File: config.mk
export PLATFORM = sky130hd
export DESIGN_NAME = state_log_serial_tx
export DESIGN_NICKNAME = d
export VERILOG_FILES = /design/src/rtl/state_log_pkg.sv /design/src/rtl/serial_bit_timer.sv /design/src/rtl/state_log_serial_tx.sv
export SDC_FILE = /design/constraint.sdc
export NUM_CORES = 1
export LEC_CHECK = 0
export CELL_PAD_IN_SITES_DETAIL_PLACEMENT = 0
export CELL_PAD_IN_SITES_GLOBAL_PLACEMENT = 1
export CORE_ASPECT_RATIO = 1.75
export CORE_MARGIN = 4
export CORE_UTILIZATION = 40
export CTS_CLUSTER_SIZE = 25
export DETAILED_ROUTE_END_ITERATION = 8
export HOLD_SLACK_MARGIN = 0.05
export PLACE_DENSITY = 0.87
export REMOVE_ABC_BUFFERS = 1
export SLEW_MARGIN = 15
export SYNTH_ARGS = -nofsm -noshare
export SYNTH_HDL_FRONTEND = slang
export SYNTH_SLANG_ARGS = --single-unit
File: constraint.sdc
create_clock -name iClk -period 2.3 [get_ports iClk]
set_input_delay 0.345 -clock iClk [delete_from_list [all_inputs] [get_ports iClk]]
set_output_delay 0.345 -clock iClk [all_outputs]
set_load 0.02 [all_outputs]
File: src/rtl/state_log_pkg.sv
`default_nettype none
// +----------------------------------------------------------------------------+
// | state_log_pkg: shared constants, FSM encoding and frame helpers for        |
// | state_log_serial_tx.                            Revision: 1.0              |
// +----------------------------------------------------------------------------+
package state_log_pkg;

  localparam int         FRAME_LEN   = 21;
  localparam logic [3:0] HDR_DEFAULT = 4'hA;

  typedef enum logic [1:0] {
    IDLE  = 2'd0,
    SHIFT = 2'd1,
    DONE  = 2'd2
  } state_t;

  // Even parity: the parity bit makes the total count of ones over data+parity even.
  function automatic logic parity16(input logic [15:0] data);
    return ^data;
  endfunction

  function automatic logic [FRAME_LEN-1:0] build_frame(input logic [3:0]  hdr,
                                                       input logic [15:0] data);
    return {hdr, data, parity16(data)};
  endfunction

endpackage
`default_nettype wire

File: src/rtl/serial_bit_timer.sv
`default_nettype none
// +----------------------------------------------------------------------------+
// | serial_bit_timer: divides clk into low/high serial-clock phases and flags  |
// | the last cycle of each bit period.              Revision: 1.0              |
// +----------------------------------------------------------------------------+
module serial_bit_timer #(
  parameter int CLK_DIV = 4
) (
  input  logic iClk,
  input  logic iRst,
  input  logic iRun,
  output logic oSclk,
  output logic oBitEnd
);

  generate
    if (CLK_DIV < 1 || CLK_DIV > 255) begin : g_bad_clk_div
      $error("serial_bit_timer: CLK_DIV must be in 1..255");
    end
  endgenerate

  localparam logic [7:0] c_div_last = 8'(CLK_DIV - 1);

  logic [7:0] r_div;
  logic       r_phase;

  // Holding the counter cleared while idle guarantees every frame starts on a fresh low phase.
  always_ff @(posedge iClk) begin
    if (iRst || !iRun) begin
      r_div   <= '0;
      r_phase <= 1'b0;
    end else if (r_div == c_div_last) begin
      r_div   <= '0;
      r_phase <= ~r_phase;
    end else begin
      r_div <= r_div + 8'd1;
    end
  end

  assign oSclk   = r_phase;
  assign oBitEnd = iRun && r_phase && (r_div == c_div_last);

endmodule
`default_nettype wire

File: src/rtl/state_log_serial_tx.sv
`default_nettype none
// +----------------------------------------------------------------------------+
// | state_log_serial_tx: snapshots the four logged state nibbles and shifts    |
// | them out as a framed serial word, optionally clearing the logger after.    |
// | Revision: 1.0                                                              |
// +----------------------------------------------------------------------------+
module state_log_serial_tx
  import state_log_pkg::*;
#(
  parameter int         CLK_DIV     = 4,
  parameter int         CLR_ON_READ = 1,
  parameter logic [3:0] HDR         = HDR_DEFAULT
) (
  input  logic       iClk,
  input  logic       iRst,
  input  logic       iReq,
  input  logic [3:0] iPrev0,
  input  logic [3:0] iPrev1,
  input  logic [3:0] iPrev2,
  input  logic [3:0] iCur,
  output logic       oBusy,
  output logic       oFrame,
  output logic       oSclk,
  output logic       oSdo,
  output logic       oDone,
  output logic       oClrLog
);

  localparam logic [4:0] c_last_bit = 5'(FRAME_LEN - 1);
  localparam logic       c_clr_en   = (CLR_ON_READ != 0);

  state_t                 r_state;
  state_t                 w_state_nxt;
  logic [FRAME_LEN-1:0]   r_shift;
  logic [4:0]             r_bit_cnt;
  logic                   w_run;
  logic                   w_sclk;
  logic                   w_bit_end;
  logic                   w_accept;

  assign w_run    = (r_state == SHIFT);
  assign w_accept = (r_state == IDLE) && iReq;

  serial_bit_timer #(
    .CLK_DIV (CLK_DIV)
  ) u_timer (
    .iClk    (iClk),
    .iRst    (iRst),
    .iRun    (w_run),
    .oSclk   (w_sclk),
    .oBitEnd (w_bit_end)
  );

  assign oSclk = w_sclk;

  always_ff @(posedge iClk) begin
    if (iRst) begin
      r_state <= IDLE;
    end else begin
      r_state <= w_state_nxt;
    end
  end

  always_comb begin
    w_state_nxt = r_state;
    oBusy       = 1'b0;
    oFrame      = 1'b0;
    oSdo        = 1'b0;
    oDone       = 1'b0;
    oClrLog     = 1'b0;
    case (r_state)
      IDLE: begin
        if (iReq) begin
          w_state_nxt = SHIFT;
        end
      end
      SHIFT: begin
        oBusy  = 1'b1;
        oFrame = 1'b1;
        oSdo   = r_shift[FRAME_LEN-1];
        if (w_bit_end && (r_bit_cnt == c_last_bit)) begin
          w_state_nxt = DONE;
        end
      end
      DONE: begin
        oBusy       = 1'b1;
        oDone       = 1'b1;
        oClrLog     = c_clr_en;
        w_state_nxt = IDLE;
      end
      default: begin
        w_state_nxt = IDLE;
      end
    endcase
  end

  // The shift register only moves at bit ends, which are also the only points where oSdo may change.
  always_ff @(posedge iClk) begin
    if (iRst) begin
      r_shift   <= '0;
      r_bit_cnt <= '0;
    end else if (w_accept) begin
      r_shift   <= build_frame(HDR, {iPrev0, iPrev1, iPrev2, iCur});
      r_bit_cnt <= '0;
    end else if (w_run && w_bit_end) begin
      r_shift <= {r_shift[FRAME_LEN-2:0], 1'b0};
      if (r_bit_cnt == c_last_bit) begin
        r_bit_cnt <= '0;
      end else begin
        r_bit_cnt <= r_bit_cnt + 5'd1;
      end
    end
  end

endmodule
`default_nettype wire

==> flow_summary.yaml, run 1 <==
worst_setup_path:
  timing_worst_setup_path_type: "reg2out"
  worst_ep_arrival_time_ps: 1790
  critical_path_required_ps: 1960
  endpoint_kind: "output port"
  cp_max_fo: 7
  critical-path-max-stage-delay_ps: 590
  setup.worst_path.start_class: "flop"
  cpMaxStageDelayCell: "clkdlybuf4s50_1"
  reg2reg_depth: 7
  crit_path_cell_trace: "inv_1, ha_1, and2_1, clkdlybuf4s50_1"
flow_run:
  max_cap_violations: 0
hold_path:
  hold_class: "reg2reg"
  whs_path_depth: 2
clock_tree:
  post_cts_hold_buffer_count: 0
  clk_pin_slew_ps: 70
  clk_latency_ps: 280
  htree_levels: 2
  post-cts-setup-buffer-count: 0
  cts_inserted_buffers: 5
  tritoncts_num_sinks: 37
  tritoncts: "built"
  clock-root-buffer: "clkbuf_8"
  ctsResizeCount: 0
  cts_buffer_depth: 2
cells_and_area:
  final_layout_size_suffix_gt1_frac: 0.0711
  filler_cell_count: 459
  design.final.nets: 265
  layout-area-overhead-vs-synth_pct: 20.8
  layout_commonest_cell: "nand2_1"
  layout_common_cells: "43 x nand2_1, 37 x dfxtp_1, 28 x nor2_1"
  finish.cell_count_without_fillers: 290
  cell_area_after_layout_mm2: 0.00221
  insertedDiodeCount: 0
place:
  place.gp.congestion: 0.802
  dp_hpwl_um: 2680
  place.port_buffers: 24
  post-place-ws_ps: 333
  placed_cell_area_mm2: 0.00213
  placed_cells_incl_taps: 282
timing:
  hold_violation_count_in_the_final_report: 0
  layout_worst_path_cycle_share: 0.929
  fin_worst_skew_ps: 5.02
  timing.setup.tns_ps: 0
  unrepaired_setup_endpoints_after_global_routing: "no"
  report.final.setup_viol: 0
  relSlewSlack: 0.694
  report.final.slew_viol_count: 0
  fmax_ghz: 0.468
  setup_ws_ps: 164
  final_period_minus_worst_setup_slack_ps: 2140
  max_slew.worst_pin.slew_ps: 455
logic_synthesis:
  synth_area_per_cell_um2: 8.63
  synthDistinctLibCells: 37
  synth-warning-count: 0
  netlist_area_mm2: 0.00183
  synthesis.instances: 212
  top_cell_type_s_share_of_synthesized_area: 0.405
  cell_taking_the_most_area_after_synthesis: "dfxtp_1"
  synth.yosys.seq_area_share: 0.405
  synth_seq_cells: 37
  synthTopCellsByArea: "dfxtp_1 40%, nand2_1 8.8%, a311oi_1 7.7%"
drt:
  finalWirelength_um: 3690
  drt-wirelength-per-cell_um: 12.7
  drt-vias-per-instance: 5.29
  remaining_drc_errors: 0
  firstDrtPassIters: 4
  antenna_violating_nets_left: 0
  routed-via-count: 1533
  first_iter_violations: 55
floorplanning:
  start_util: 0.415
  floorplan.core_area_mm2: 0.00440
  chipHeight_um: 97.5
  die_x_um: 59.1
  dieArea_mm2: 0.00576
  ioPinCount: 25
  num_rows: 32
global_routing:
  global_router_s_overall_resource_usage: 0.145
  grt.met2_usage: 0.270
  antenna_found_initial: 0
  grt_remaining_overflow: 0
  grt_pass1_vias: 1589
  grt_max_degree: 25
  grt_pass1_wl_um: 6670
  use_met3: 0.0319
  grt.busiest_layer: "met2"
  use_met1: 0.150
power_and_ir_drop:
  p_total_mw: 1.83
  power_per_cell_area_mw_per_mm2: 828
  leakage_power_figure_nw: 0.768
  vdd_ir_drop_max_mv: 0.562
run_status:
  run_status: "completed"
-- registers in the layout, indices dropped and copies added (netlist names) --
signal         cells
u_timer.r_div      8
r_shift           21
r_state            2
r_bit_cnt          5
u_timer.oSclk      1
-- where the power goes --
| part | switching, mW | internal (mW) | leakage [nW] | total (mW) |
|---|---|---|---|---|
| clock | 0.211 | 0.215 | 0.0395 | 0.426 |
| combinational | 0.313 | 0.278 | 0.426 | 0.591 |
| sequential | 0.0628 | 0.749 | 0.303 | 0.812 |
| total | 0.586 | 1.24 | 0.768 | 1.83 |
-- layer usage --
metal	vias up	routed length, um
li1	780	-
met1	728	1510
met2	20	2020
met3	5	103
met4	0	57
met5	-	0
-- metrics by stage --
step           hold WS [ps]   util
6_report                448  0.502
5_1_grt                 465  0.502
4_1_cts                 448  0.502
3_5_place_dp            443  0.484
3_3_place_gp            440  0.484
2_1_floorplan           413      -
-- final timing paths --
| check | start | endpoint | slack [ps] |
|---|---|---|---|
| setup / recovery | r_state[1] | oSdo | 160 |
| hold / removal | r_shift[18] | r_shift[19] | 450 |
| setup reg to reg | u_timer.r_div[0] | r_bit_cnt[4] | 340 |
| hold reg to reg | r_shift[18] | r_shift[19] | 450 |
-- synthesized netlist by cell type (all sizes together) --
cell type,number
nor2b,1
nor2,29
nand3,6
and2,1
nand2,44
ha,8
a2111o,1
xor2,8
and3,2
dfxtp,37
nand2b,1
nor4b,1
a311oi,17
nand3b,3
mux2i,2
and4b,1
nand4,2
buf,5
o21ai,2
nand4b,1
nor3,2
a31oi,2
xnor2,14
inv,5
a21oi,7
clkbuf,6
nor3b,1
o31ai,1
a41oi,1
a31o,1
-- cell type report --
type	instances	area [um^2]	share of cell area
clock buffer	8	80.1	0.0362
inverter	5	18.8	0.00849
multi-input combinational	159	1010	0.456
sequential	37	741	0.335
tap	51	63.8	0.0289
timing repair buffer	30	298	0.135
-- worst max-delay path: cells and delay by family (launching register included) --
| family | cells | cell delay, ps |
|---|---|---|
| adder cells (fa/ha/maj) | 1 | 300 |
| buffers and inverters | 2 | 710 |
| flip-flops | 1 | 330 |
| AND/OR/NAND/NOR | 1 | 170 |
-- cell families (layout without fill, tap and decap cells) --
logic type	count (synthesis)	count (layout)	synth area share
simple gates	95	95	0.244
flops	37	37	0.405
compound gates	32	32	0.136
xor+xnor	22	22	0.105
buf+inv	16	43	0.0438
fa+ha+maj	8	8	0.0547
mux	2	2	0.0109
(Power assumes the default switching activity.)
==> inputs of run 2 (changes only) <==
==> constraint.sdc (replaced) <==
create_clock -name iClk -period 2.4 [get_ports iClk]
set_input_delay 0.36 -clock iClk [delete_from_list [all_inputs] [get_ports iClk]]
set_output_delay 0.36 -clock iClk [all_outputs]
set_load 0.02 [all_outputs]
==> run 2 against run 1 <==
  * Sequential share of layout area grew 0.29 points
  * Final cell count fell by 0.69%
  * Via count increased by 2.2%
  * Sequential power shrank 4.6%
  * Worst setup slack improved by 79 ps
  * Critical path type unchanged
==> flow_summary.yaml, run 2 (synthesis gave the netlist of run 1 again) <==
floorplanning:
  ioPinCount: 25
  start_util: 0.415
  dieArea_mm2: 0.00576
  num_rows: 32
  floorplan.core_area_mm2: 0.00440
  chipHeight_um: 97.5
  die_x_um: 59.1
hold_path:
  min-delay-start: "r_shift[18]"
  hold_path_end: "r_shift[19]"
  whs_path_depth: 2
  hold_class: "reg2reg"
timing:
  relSlewSlack: 0.688
  fin_worst_hold_slack_ps: 456
  max_slew.worst_pin.slew_ps: 464
  fin_worst_skew_ps: 4.16
  final_period_minus_worst_setup_slack_ps: 2160
  layout_worst_path_cycle_share: 0.899
  fmax_ghz: 0.464
  unrepaired_setup_endpoints_after_global_routing: "no"
  hold_violation_count_in_the_final_report: 0
  timing.setup.tns_ps: 0
  report.final.slew_viol_count: 0
  report.final.setup_viol: 0
drt:
  antenna_violating_nets_left: 0
  drt-vias-per-instance: 5.44
  drt-wirelength-per-cell_um: 12.9
  firstDrtPassIters: 4
  first_iter_violations: 36
  remaining_drc_errors: 0
  finalWirelength_um: 3710
  routed-via-count: 1566
global_routing:
  grt_max_degree: 25
  grt_pass1_wl_um: 6540
  grt_pass1_vias: 1529
  global_router_s_overall_resource_usage: 0.145
  grt_remaining_overflow: 0
  antenna_found_initial: 0
worst_setup_path:
  reg2reg_from: "u_timer.r_div[0]"
  endpoint_kind: "output port"
  reg2reg_depth: 6
  cp_max_fo: 7
  timing_worst_setup_path_type: "reg2out"
  worst_r2r_endpoint: "r_bit_cnt[2]"
  critical_path_required_ps: 2040
  setup.worst_path.start_class: "flop"
  worst_ep_arrival_time_ps: 1800
  r2r_slack_ps: 460
cells_and_area:
  largest_register_by_flop_count: "r_shift"
  final_layout_size_suffix_gt1_frac: 0.0759
  layout_common_cells: "43 x nand2_1, 37 x dfxtp_1, 28 x nor2_1"
  insertedDiodeCount: 0
  layout_commonest_cell: "nand2_1"
  finalCoreUtilization: 0.497
  filler_cell_count: 460
  largest_register_ff_count: 21
  cell_area_after_layout_mm2: 0.00219
  top_regs: "r_shift x21, u_timer.r_div x8, r_bit_cnt x5"
  design.final.nets: 265
  layout-area-overhead-vs-synth_pct: 19.8
place:
  place.port_buffers: 24
  placed_cell_area_mm2: 0.00212
  place.gp.congestion: 0.821
  dp_hpwl_um: 2740
clock_tree:
  htree_levels: 2
  clk_latency_ps: 290
  cts_buffer_depth: 2
  post-cts-setup-buffer-count: 0
  post_cts_hold_buffer_count: 0
  ctsResizeCount: 0
  tritoncts: "built"
  tritoncts_num_sinks: 37
  clk_pin_slew_ps: 70
  cts_inserted_buffers: 5
  clock-root-buffer: "clkbuf_8"
power_and_ir_drop:
  vdd_ir_drop_max_mv: 0.479
  power_per_cell_area_mw_per_mm2: 786
  leakage_power_figure_nw: 0.764
flow_run:
  max_cap_violations: 0
run_status:
  run_status: "completed"
[run 2: layout make-up]
class / instances / area, um^2 / area share
flip-flops and latches: 37 / 741 / 0.338
clock inverters: 1 / 5.00 / 0.00228
repair buffers: 30 / 285 / 0.130
clock buffers: 5 / 68.8 / 0.0314
well taps: 51 / 63.8 / 0.0291
inverters: 5 / 18.8 / 0.00857
multi-input cells: 159 / 1010 / 0.460
[run 2: metrics by stage]
| stage | power, mW | worst slack [ps] | std cells |
|---|---|---|---|
| floorplan | 1.15 | 423 | 201 |
| global placement | 1.34 | 539 | 282 |
| detailed placement | 1.34 | 451 | 282 |
| CTS | 1.75 | 218 | 288 |
| global route | 1.84 | 132 | 288 |
| finish | 1.72 | 243 | 288 |
[run 2: worst max-delay path by stage]
stage,end,start
4_1_cts,oSdo,r_state[1]
3_5_place_dp,r_bit_cnt[2],u_timer.r_div[0]
6_report,oSdo,r_state[1]
3_3_place_gp,r_bit_cnt[2],u_timer.r_div[0]
5_1_grt,oSdo,r_state[1]
2_1_floorplan,r_bit_cnt[3],u_timer.r_div[0]
[run 2: report_power, final]
part | switching [mW] | internal, mW | total (mW) | leakage, nW
Sequential | 0.0574 | 0.717 | 0.775 | 0.303
Combinational | 0.297 | 0.252 | 0.550 | 0.421
Clock | 0.207 | 0.191 | 0.398 | 0.0399
[run 2: critical path, stage by stage (launching register included)]
cell,delay [ps]
dfxtp_1,320
inv_1,120
ha_1,300
and2_1,170
clkdlybuf4s50_1,600
[run 2: per-layer routing]
| layer | wire [um] | global-route usage | vias to the layer above |
|---|---|---|---|
| li1 | - | - | 784 |
| met1 | 1560 | 0.156 | 748 |
| met2 | 1950 | 0.252 | 27 |
| met4 | 85 | 0.0628 | 0 |
| met5 | 0 | 0 | - |
| met3 | 117 | 0.0399 | 7 |
